`src/rtl/ps2_kbd_rx.sv`:
```
// rtl/ps2_kbd_rx.sv - PS/2 keyboard receiver: sync, filter, deframe, prefix strip (optional KBD_ARROW_DECODE_EN)
module ps2_kbd_rx #(
  parameter int FILTER_LEN  = 4,
  parameter int TIMEOUT_CYC = 50000
) (
  input  logic       clk_25mhz,
  input  logic       rst_n,
  input  logic       kbd_clk,
  input  logic       kbd_data,
  output logic [7:0] scan_code,
  output logic       is_break,
  output logic       is_extended,
  output logic       scan_valid,
  output logic       err_parity,
  output logic       err_frame,
  output logic       up,
  output logic       down,
  output logic       left,
  output logic       right
);

  localparam int FW = $clog2(FILTER_LEN + 1);
  localparam int TW = $clog2(TIMEOUT_CYC + 1);

  localparam logic [7:0] CODE_EXT = 8'hE0;
  localparam logic [7:0] CODE_BRK = 8'hF0;

  typedef enum logic [1:0] {IDLE, DATA, PARITY, STOP} state_t;

  state_t          state, state_nxt;
  logic [1:0]      clk_sync, data_sync;
  logic            clk_f, data_f, clk_f_d;
  logic [FW-1:0]   clk_fcnt, data_fcnt;
  logic            fall;
  logic [7:0]      shift_reg;
  logic [2:0]      bit_cnt;
  logic            parity_bit;
  logic [TW-1:0]   to_cnt;
  logic            to_hit;
  logic            brk_flag, ext_flag;
  logic            shift_en, par_cap, good_byte, perr, ferr;
  logic            prefix_byte;

  // Two-stage synchronizers; pins idle high so they reset to 1
  always_ff @(posedge clk_25mhz or negedge rst_n) begin
    if (!rst_n) begin
      clk_sync  <= 2'b11;
      data_sync <= 2'b11;
    end else begin
      clk_sync  <= {clk_sync[0], kbd_clk};
      data_sync <= {data_sync[0], kbd_data};
    end
  end

  // Stability filters: a line level changes only after FILTER_LEN differing samples in a row
  always_ff @(posedge clk_25mhz or negedge rst_n) begin
    if (!rst_n) begin
      clk_f     <= 1'b1;
      data_f    <= 1'b1;
      clk_fcnt  <= '0;
      data_fcnt <= '0;
    end else begin
      if (clk_sync[1] == clk_f) begin
        clk_fcnt <= '0;
      end else if (clk_fcnt == FW'(FILTER_LEN - 1)) begin
        clk_f    <= clk_sync[1];
        clk_fcnt <= '0;
      end else begin
        clk_fcnt <= clk_fcnt + 1'b1;
      end
      if (data_sync[1] == data_f) begin
        data_fcnt <= '0;
      end else if (data_fcnt == FW'(FILTER_LEN - 1)) begin
        data_f    <= data_sync[1];
        data_fcnt <= '0;
      end else begin
        data_fcnt <= data_fcnt + 1'b1;
      end
    end
  end

  // Delayed filtered clock for falling-edge detection
  always_ff @(posedge clk_25mhz or negedge rst_n) begin
    if (!rst_n) clk_f_d <= 1'b1;
    else        clk_f_d <= clk_f;
  end

  assign fall   = clk_f_d & ~clk_f;
  assign to_hit = (state != IDLE) && (to_cnt == TW'(TIMEOUT_CYC - 1));

  // Frame state register
  always_ff @(posedge clk_25mhz or negedge rst_n) begin
    if (!rst_n) state <= IDLE;
    else        state <= state_nxt;
  end

  // Next-state and per-edge actions; a clock edge takes priority over the timeout
  always_comb begin
    state_nxt = state;
    shift_en  = 1'b0;
    par_cap   = 1'b0;
    good_byte = 1'b0;
    perr      = 1'b0;
    ferr      = 1'b0;
    if (fall) begin
      case (state)
        IDLE: begin
          if (!data_f) state_nxt = DATA;
          else         ferr      = 1'b1;
        end
        DATA: begin
          shift_en = 1'b1;
          if (bit_cnt == 3'd7) state_nxt = PARITY;
        end
        PARITY: begin
          par_cap   = 1'b1;
          state_nxt = STOP;
        end
        STOP: begin
          state_nxt = IDLE;
          if (!data_f)                        ferr      = 1'b1;
          else if (!(^shift_reg ^ parity_bit)) perr      = 1'b1;
          else                                 good_byte = 1'b1;
        end
        default: state_nxt = IDLE;
      endcase
    end else if (to_hit) begin
      state_nxt = IDLE;
      ferr      = 1'b1;
    end
  end

  // Deframing datapath: shift register, bit counter, parity capture
  always_ff @(posedge clk_25mhz or negedge rst_n) begin
    if (!rst_n) begin
      shift_reg  <= '0;
      bit_cnt    <= '0;
      parity_bit <= 1'b0;
    end else begin
      if (state == IDLE) bit_cnt <= '0;
      else if (shift_en) bit_cnt <= bit_cnt + 1'b1;
      if (shift_en) shift_reg  <= {data_f, shift_reg[7:1]};
      if (par_cap)  parity_bit <= data_f;
    end
  end

  // Mid-frame idle counter, cleared by every edge and whenever idle
  always_ff @(posedge clk_25mhz or negedge rst_n) begin
    if (!rst_n)                          to_cnt <= '0;
    else if (fall || state == IDLE || to_hit) to_cnt <= '0;
    else                                 to_cnt <= to_cnt + 1'b1;
  end

  assign prefix_byte = (shift_reg == CODE_EXT) || (shift_reg == CODE_BRK);

  // Prefix tracking, event reporting and error pulses
  always_ff @(posedge clk_25mhz or negedge rst_n) begin
    if (!rst_n) begin
      brk_flag    <= 1'b0;
      ext_flag    <= 1'b0;
      scan_code   <= '0;
      is_break    <= 1'b0;
      is_extended <= 1'b0;
      scan_valid  <= 1'b0;
      err_parity  <= 1'b0;
      err_frame   <= 1'b0;
    end else begin
      scan_valid <= good_byte && !prefix_byte;
      err_parity <= perr;
      err_frame  <= ferr;
      if (perr || ferr) begin
        brk_flag <= 1'b0;
        ext_flag <= 1'b0;
      end else if (good_byte) begin
        if (shift_reg == CODE_EXT) begin
          ext_flag <= 1'b1;
        end else if (shift_reg == CODE_BRK) begin
          brk_flag <= 1'b1;
        end else begin
          scan_code   <= shift_reg;
          is_break    <= brk_flag;
          is_extended <= ext_flag;
          brk_flag    <= 1'b0;
          ext_flag    <= 1'b0;
        end
      end
    end
  end

`ifdef KBD_ARROW_DECODE_EN
  // Arrow hold levels follow extended make/break events
  always_ff @(posedge clk_25mhz or negedge rst_n) begin
    if (!rst_n) begin
      up    <= 1'b0;
      down  <= 1'b0;
      left  <= 1'b0;
      right <= 1'b0;
    end else if (good_byte && !prefix_byte && ext_flag && !perr && !ferr) begin
      case (shift_reg)
        8'h75:   up    <= ~brk_flag;
        8'h72:   down  <= ~brk_flag;
        8'h6B:   left  <= ~brk_flag;
        8'h74:   right <= ~brk_flag;
        default: ;
      endcase
    end
  end
`else
  assign up    = 1'b0;
  assign down  = 1'b0;
  assign left  = 1'b0;
  assign right = 1'b0;
`endif

endmodule

```
`config.mk`:
```
export PLATFORM = sky130hd
export DESIGN_NAME = ps2_kbd_rx
export DESIGN_NICKNAME = d
export VERILOG_FILES = /design/src/rtl/ps2_kbd_rx.sv
export SDC_FILE = /design/constraint.sdc
export NUM_CORES = 1
export LEC_CHECK = 0
export ABC_CLOCK_PERIOD_IN_PS = 3850
export CORE_UTILIZATION = 55
export DETAILED_ROUTE_END_ITERATION = 6
export PLACE_DENSITY_LB_ADDON = 0.05
export SYNTH_ARGS = -nofsm -noshare
export SYNTH_HDL_FRONTEND = slang
export SYNTH_SLANG_ARGS = --single-unit
```
`constraint.sdc`:
```
create_clock -name clk_25mhz -period 3.85 [get_ports clk_25mhz]
set_input_delay 1.155 -clock clk_25mhz [delete_from_list [all_inputs] [get_ports clk_25mhz]]
set_output_delay 1.155 -clock clk_25mhz [all_outputs]
set_load 0.03 [all_outputs]
```
Word-level counts from Yosys, hierarchy flattened:

Index checks and enable logic that the tools add are counted.

* add/sub/neg operators: 4
* equal/unequal tests: 15
* muxes and demuxes: 37
* bitwise gates (word level): 8
* reduce and logical (&&, ||, !) cells: 19

Operators by type and width (count)
* 1-bit two-way mux: 24
* 3-bit two-way mux: 6
* 16-bit by 1-bit adder with 16-bit output, second input constant: 1
* 16-bit == test, second input constant: 1
* 8-bit == test, second input constant: 2
* 16-bit two-way mux: 1
* 3-bit by 1-bit adder with 3-bit output, second input constant: 3
* 2-bit two-way mux: 4
* 2-bit case mux with 4 select lines: 1
* 2-bit AND reduction: 4
* 2-bit nonzero test: 4
* 8-bit XOR reduction: 1
* 3-bit by 2-bit == test with 1-bit output, second input constant: 2
* 3-bit inequality test, second input constant: 2
* 1-bit NOT: 6
* 2-bit == test, second input constant: 2
* 1-bit logical OR: 4
* 4-bit AND reduction: 1
* 3-bit == test, second input constant: 1
* 3-bit by 2-bit inequality test with 1-bit output, second input constant: 1
* 3-bit AND reduction: 1
* 1-bit == test: 2
* 2-bit by 1-bit == test with 1-bit output, second input constant: 1
* 1-bit logical AND: 2
* 6 further kinds: 6

* register bits: 58
* bits of input ports: 4
* logic and storage cells: 103

Logic depth before layout (Yosys ltp):

* depth after elaboration: 9
* depth in mapped cells: 8
* mapped depth without buffers: 6

Worst setup path before layout:

No wires, ideal clock.

* path kind: flip-flop to flip-flop
* from: register state[0]
* to: register to_cnt[10]
* setup time: 119 ps
* arrival time: 2010 ps
* required time: 3731 ps
* slack: 1721 ps
* stages on the path, launching flop included: 9
* period minus slack after synthesis: 2129 ps
* cells stage by stage: dfrtp_1 > inv_1 > ha_1 > buf_6 > or4_1 > or4_4 > nand2_4 > buf_12 > nor2_2

* word-level cells in the longest chain between the ends: 4
* elaborated cells between the ends (all ways): 6
* those cells by class: 1 x mux; 5 x reduce/logical

RTL lines
* start: declaration: RTL line 30 `state_t state, state_nxt;`
* start signal: assignment: RTL line 94 `else state <= state_nxt;`
* 2-bit logical NOT or 2-bit nonzero test (tied branches): RTL line 150, 89
* 1-bit logical OR or 1-bit logical AND (tied branches): RTL line 150, 89
* 1-bit logical OR *: RTL line 150 `else if (fall || state == IDLE || to_hit) to_cnt <= '0;`
* 16-bit two-way mux *: RTL line 150
* end signal: assignment: RTL line 151 `else to_cnt <= to_cnt + 1'b1;`
* end: declaration: RTL line 38 `logic [TW-1:0] to_cnt;`

Mark *: on every way between the ends. The rest lies on a longest branch, timed or not.
A chain may end at the register's enable or synchronous reset.

Worst setup path after layout:

* from: register scan_code[2]
* to: output scan_code[2]

RTL lines
* start: declaration: RTL line 10 `output logic [7:0] scan_code,`
* start signal: assignment: RTL line 180 `scan_code <= shift_reg;`

No word-level cell between the ends.

==> results.ini <==
[run_status]
status = complete, no violations

[detailed_routing]
post-route-drc-count = 0
vias = 1692
routed_via_density = 5.25
wirelength_um = 4460
dr.pass1.iters = 4
drtIter0Drc = 104
drt-wirelength-per-cell_um = 13.9
final_antenna_net_count = 0

[placed_design]
dpl.cell_count = 306
dp_hpwl_um = 3170
gp_congestion = 0.778
post_dp_cell_area_um2 = 2890
port_buffers = 16

[floorplan]
dieHeight_um = 72.1
fp.dieW_um = 72.1
coreArea_um2 = 4720
dieArea_um2 = 5200
rows = 25
initial_utilization_pct = 57.3
ios = 21

[hold_path]
hp-class = register to register
hold_path_depth = 0

[worst_setup_path]
cp_slowest_cell = clkdlybuf4s50_1
slowest_delay_ns = 0.67
cp-start-kind = register
end_kind = output pin
cp_cell_sequence = clkdlybuf4s50_1
crit_required_ns = 2.69
path_buf_inv = 1
worst-path-max-fanout = 2
arrival_ns = 1.36
worstSetupPathType = register to output pin
critPathTopFamily = buffers and inverters
reg2reg_depth = 6
cp.depth = 1

[power_and_ir_drop]
power_uw = 1840
power.density_nw_per_um2 = 601
pwr-share-seq_pct = 43.8
netSwitchingFraction_pct = 34.5
internal-power_uw = 1210
power_frac_comb_pct = 29.9
ir_worst_vdd_v = 0.000383
clockPowerShare_pct = 26.3
leakagePower_uw = 0.00138
p_switching_uw = 635

[logic_synthesis]
ys_warn_count = 0
async_reset_ff_share_pct = 100
synth_most_common_cell = dfrtp_1
synth_edf_count = 0
syn-cell-area_um2 = 2710
synth_cell_types = 42
ys_seq_area_share_pct = 54.0
synth_top_cell_by_area = dfrtp_1
synthCells = 228
ys.flop_type = dfrtp_1
synth_area_leaders = dfrtp_1 47%, dfstp_2 6.8%, ha_1 6.5%
synth_area_per_cell_um2 = 11.9
synthTopCellsByCount = 51 x dfrtp_1, 16 x nand2_1, 14 x ha_1, 11 x mux2_1, 11 x nor2_1
ys_ff_latch = 58
yosysTopAreaCellShare_pct = 47.2

[flow_run]
cap_violations = 0

[clocking]
cts_tree = built
clock-root-buffer = clkbuf_8
clock_latency_ns = 0.34
htree_levels = 3
clkSlewWorstSetupHoldPaths_ns = 0.06
clock-sinks = 58
hold_buffers = 0
cts-buffers-inserted = 9
postCtsSetupRepairBufs = 0
cts_resized = 0
cts_max_path_buffers = 2

[timing]
fin_crit_ns = 2.51
final-setup-viol-count = 0
hold_violations = 0
min_period_over_period_pct = 65.3
worst_pin_slew_ns = 0.667
fin_worst_skew_ns = 0.00773
slew-limit-headroom_pct = 55.5
clock.fmax_ghz = 0.398
report.final.slew_viol_count = 0
finalSetupTns_ns = 0
rsz0062_at_grt = false

[global_routing]
grt_overflow_total = 0
grt_pass1_vias = 1741
grt_pass1_wl_um = 7870
grt_antenna_before_repair = 0
grt_max_degree = 39
grt_usage_pct = 20.3

[cells_and_area]
fin_cells = 322
final_area_um2 = 3060
final_nets = 268
synthToLayoutAreaGrowth_pct = 13.2
final_layout_size_suffix_gt1_share_pct = 17.3
largest_reg_flops = 16
diodes = 0

## logic make-up (layout without fill, tap and decap cells)
kind of cell / Yosys count / in the layout / share of synthesized area (%)
simple gates: 80 / 80 / 16.8
mux: 19 / 19 / 8.28
flops: 58 / 58 / 54.0
fa+ha+maj: 14 / 14 / 6.48
xor+xnor: 18 / 18 / 6.34
other cells: 1 / 4 / 0.139
buf+inv: 20 / 44 / 4.30
compound gates: 18 / 18 / 3.70
## cells in the final DEF (no fill, tap or decap), types with 3 or more instances in the layout
master           synthesis  final
nand4_1                  5      5
o21ai_0                  3      3
nand2_1                 16     16
mux2_2                   6      6
nor3_1                   6      6
xor2_1                  10     10
nand3_1                  8      8
inv_1                   10     10
o21ai_1                  4      4
mux2_1                  11     11
nor2_2                  10     10
xnor2_1                  7      7
nor2_1                  11     11
nor2b_1                  5      5
conb_1                   1      4
and3_1                   3      3
clkbuf_8                 0     10
clkinv_2                 0      3
dfstp_2                  7      7
dfrtp_1                 51     51
clkdlybuf4s50_1          0     15
and4_1                   3      3
ha_1                    14     14
nor3b_1                  3      3
a21oi_1                  6      6
## per-layer routing
layer	up-vias	global-route usage [%]	wire (um)
li1	822	-	-
met1	829	23.4	2000
met2	27	34.0	2240
met3	14	4.86	101
met4	0	13.3	120
met5	-	0	0
## final cells by class
class                      instances  area (um2)
inverter                          10        37.5
sequential                        58        1460
multi-input combinational        153        1140
tap                               67        83.8
timing repair buffer              18         170
fill                             363        1660
clock inverter                     5        30.0
clock buffer                      11         141
## stage by stage
step	hold slack (ns)	util, %	setup slack, ns
floorplan	0.345	-	1.72
global placement	0.346	61.2	1.70
detailed placement	0.350	61.2	1.61
CTS	0.360	64.8	1.31
global route	0.368	64.8	1.28
finish	0.357	64.8	1.34
## final timing paths
check                               end  slack [ns]         start
max                        scan_code[2]        1.34  scan_code[2]
min                         clk_sync[1]        0.36   clk_sync[0]
max reg2reg                  to_cnt[13]        1.64      state[0]
min reg2reg                 clk_sync[1]        0.36   clk_sync[0]
max in group asynchronous     to_cnt[5]        2.24         rst_n
min in group asynchronous   is_extended        0.76         rst_n
## power by group through the flow
| stage | registers, uW | logic, uW | clock network (uW) |
|---|---|---|---|
| 6_report | 807 | 550 | 484 |
| 5_1_grt | 822 | 624 | 525 |
| 4_1_cts | 807 | 559 | 500 |
| 3_5_place_dp | 818 | 554 | 0 |
| 3_3_place_gp | 811 | 541 | 0 |
| 2_1_floorplan | 810 | 477 | 0 |
Note: power is estimated with default switching activity, not from simulation.
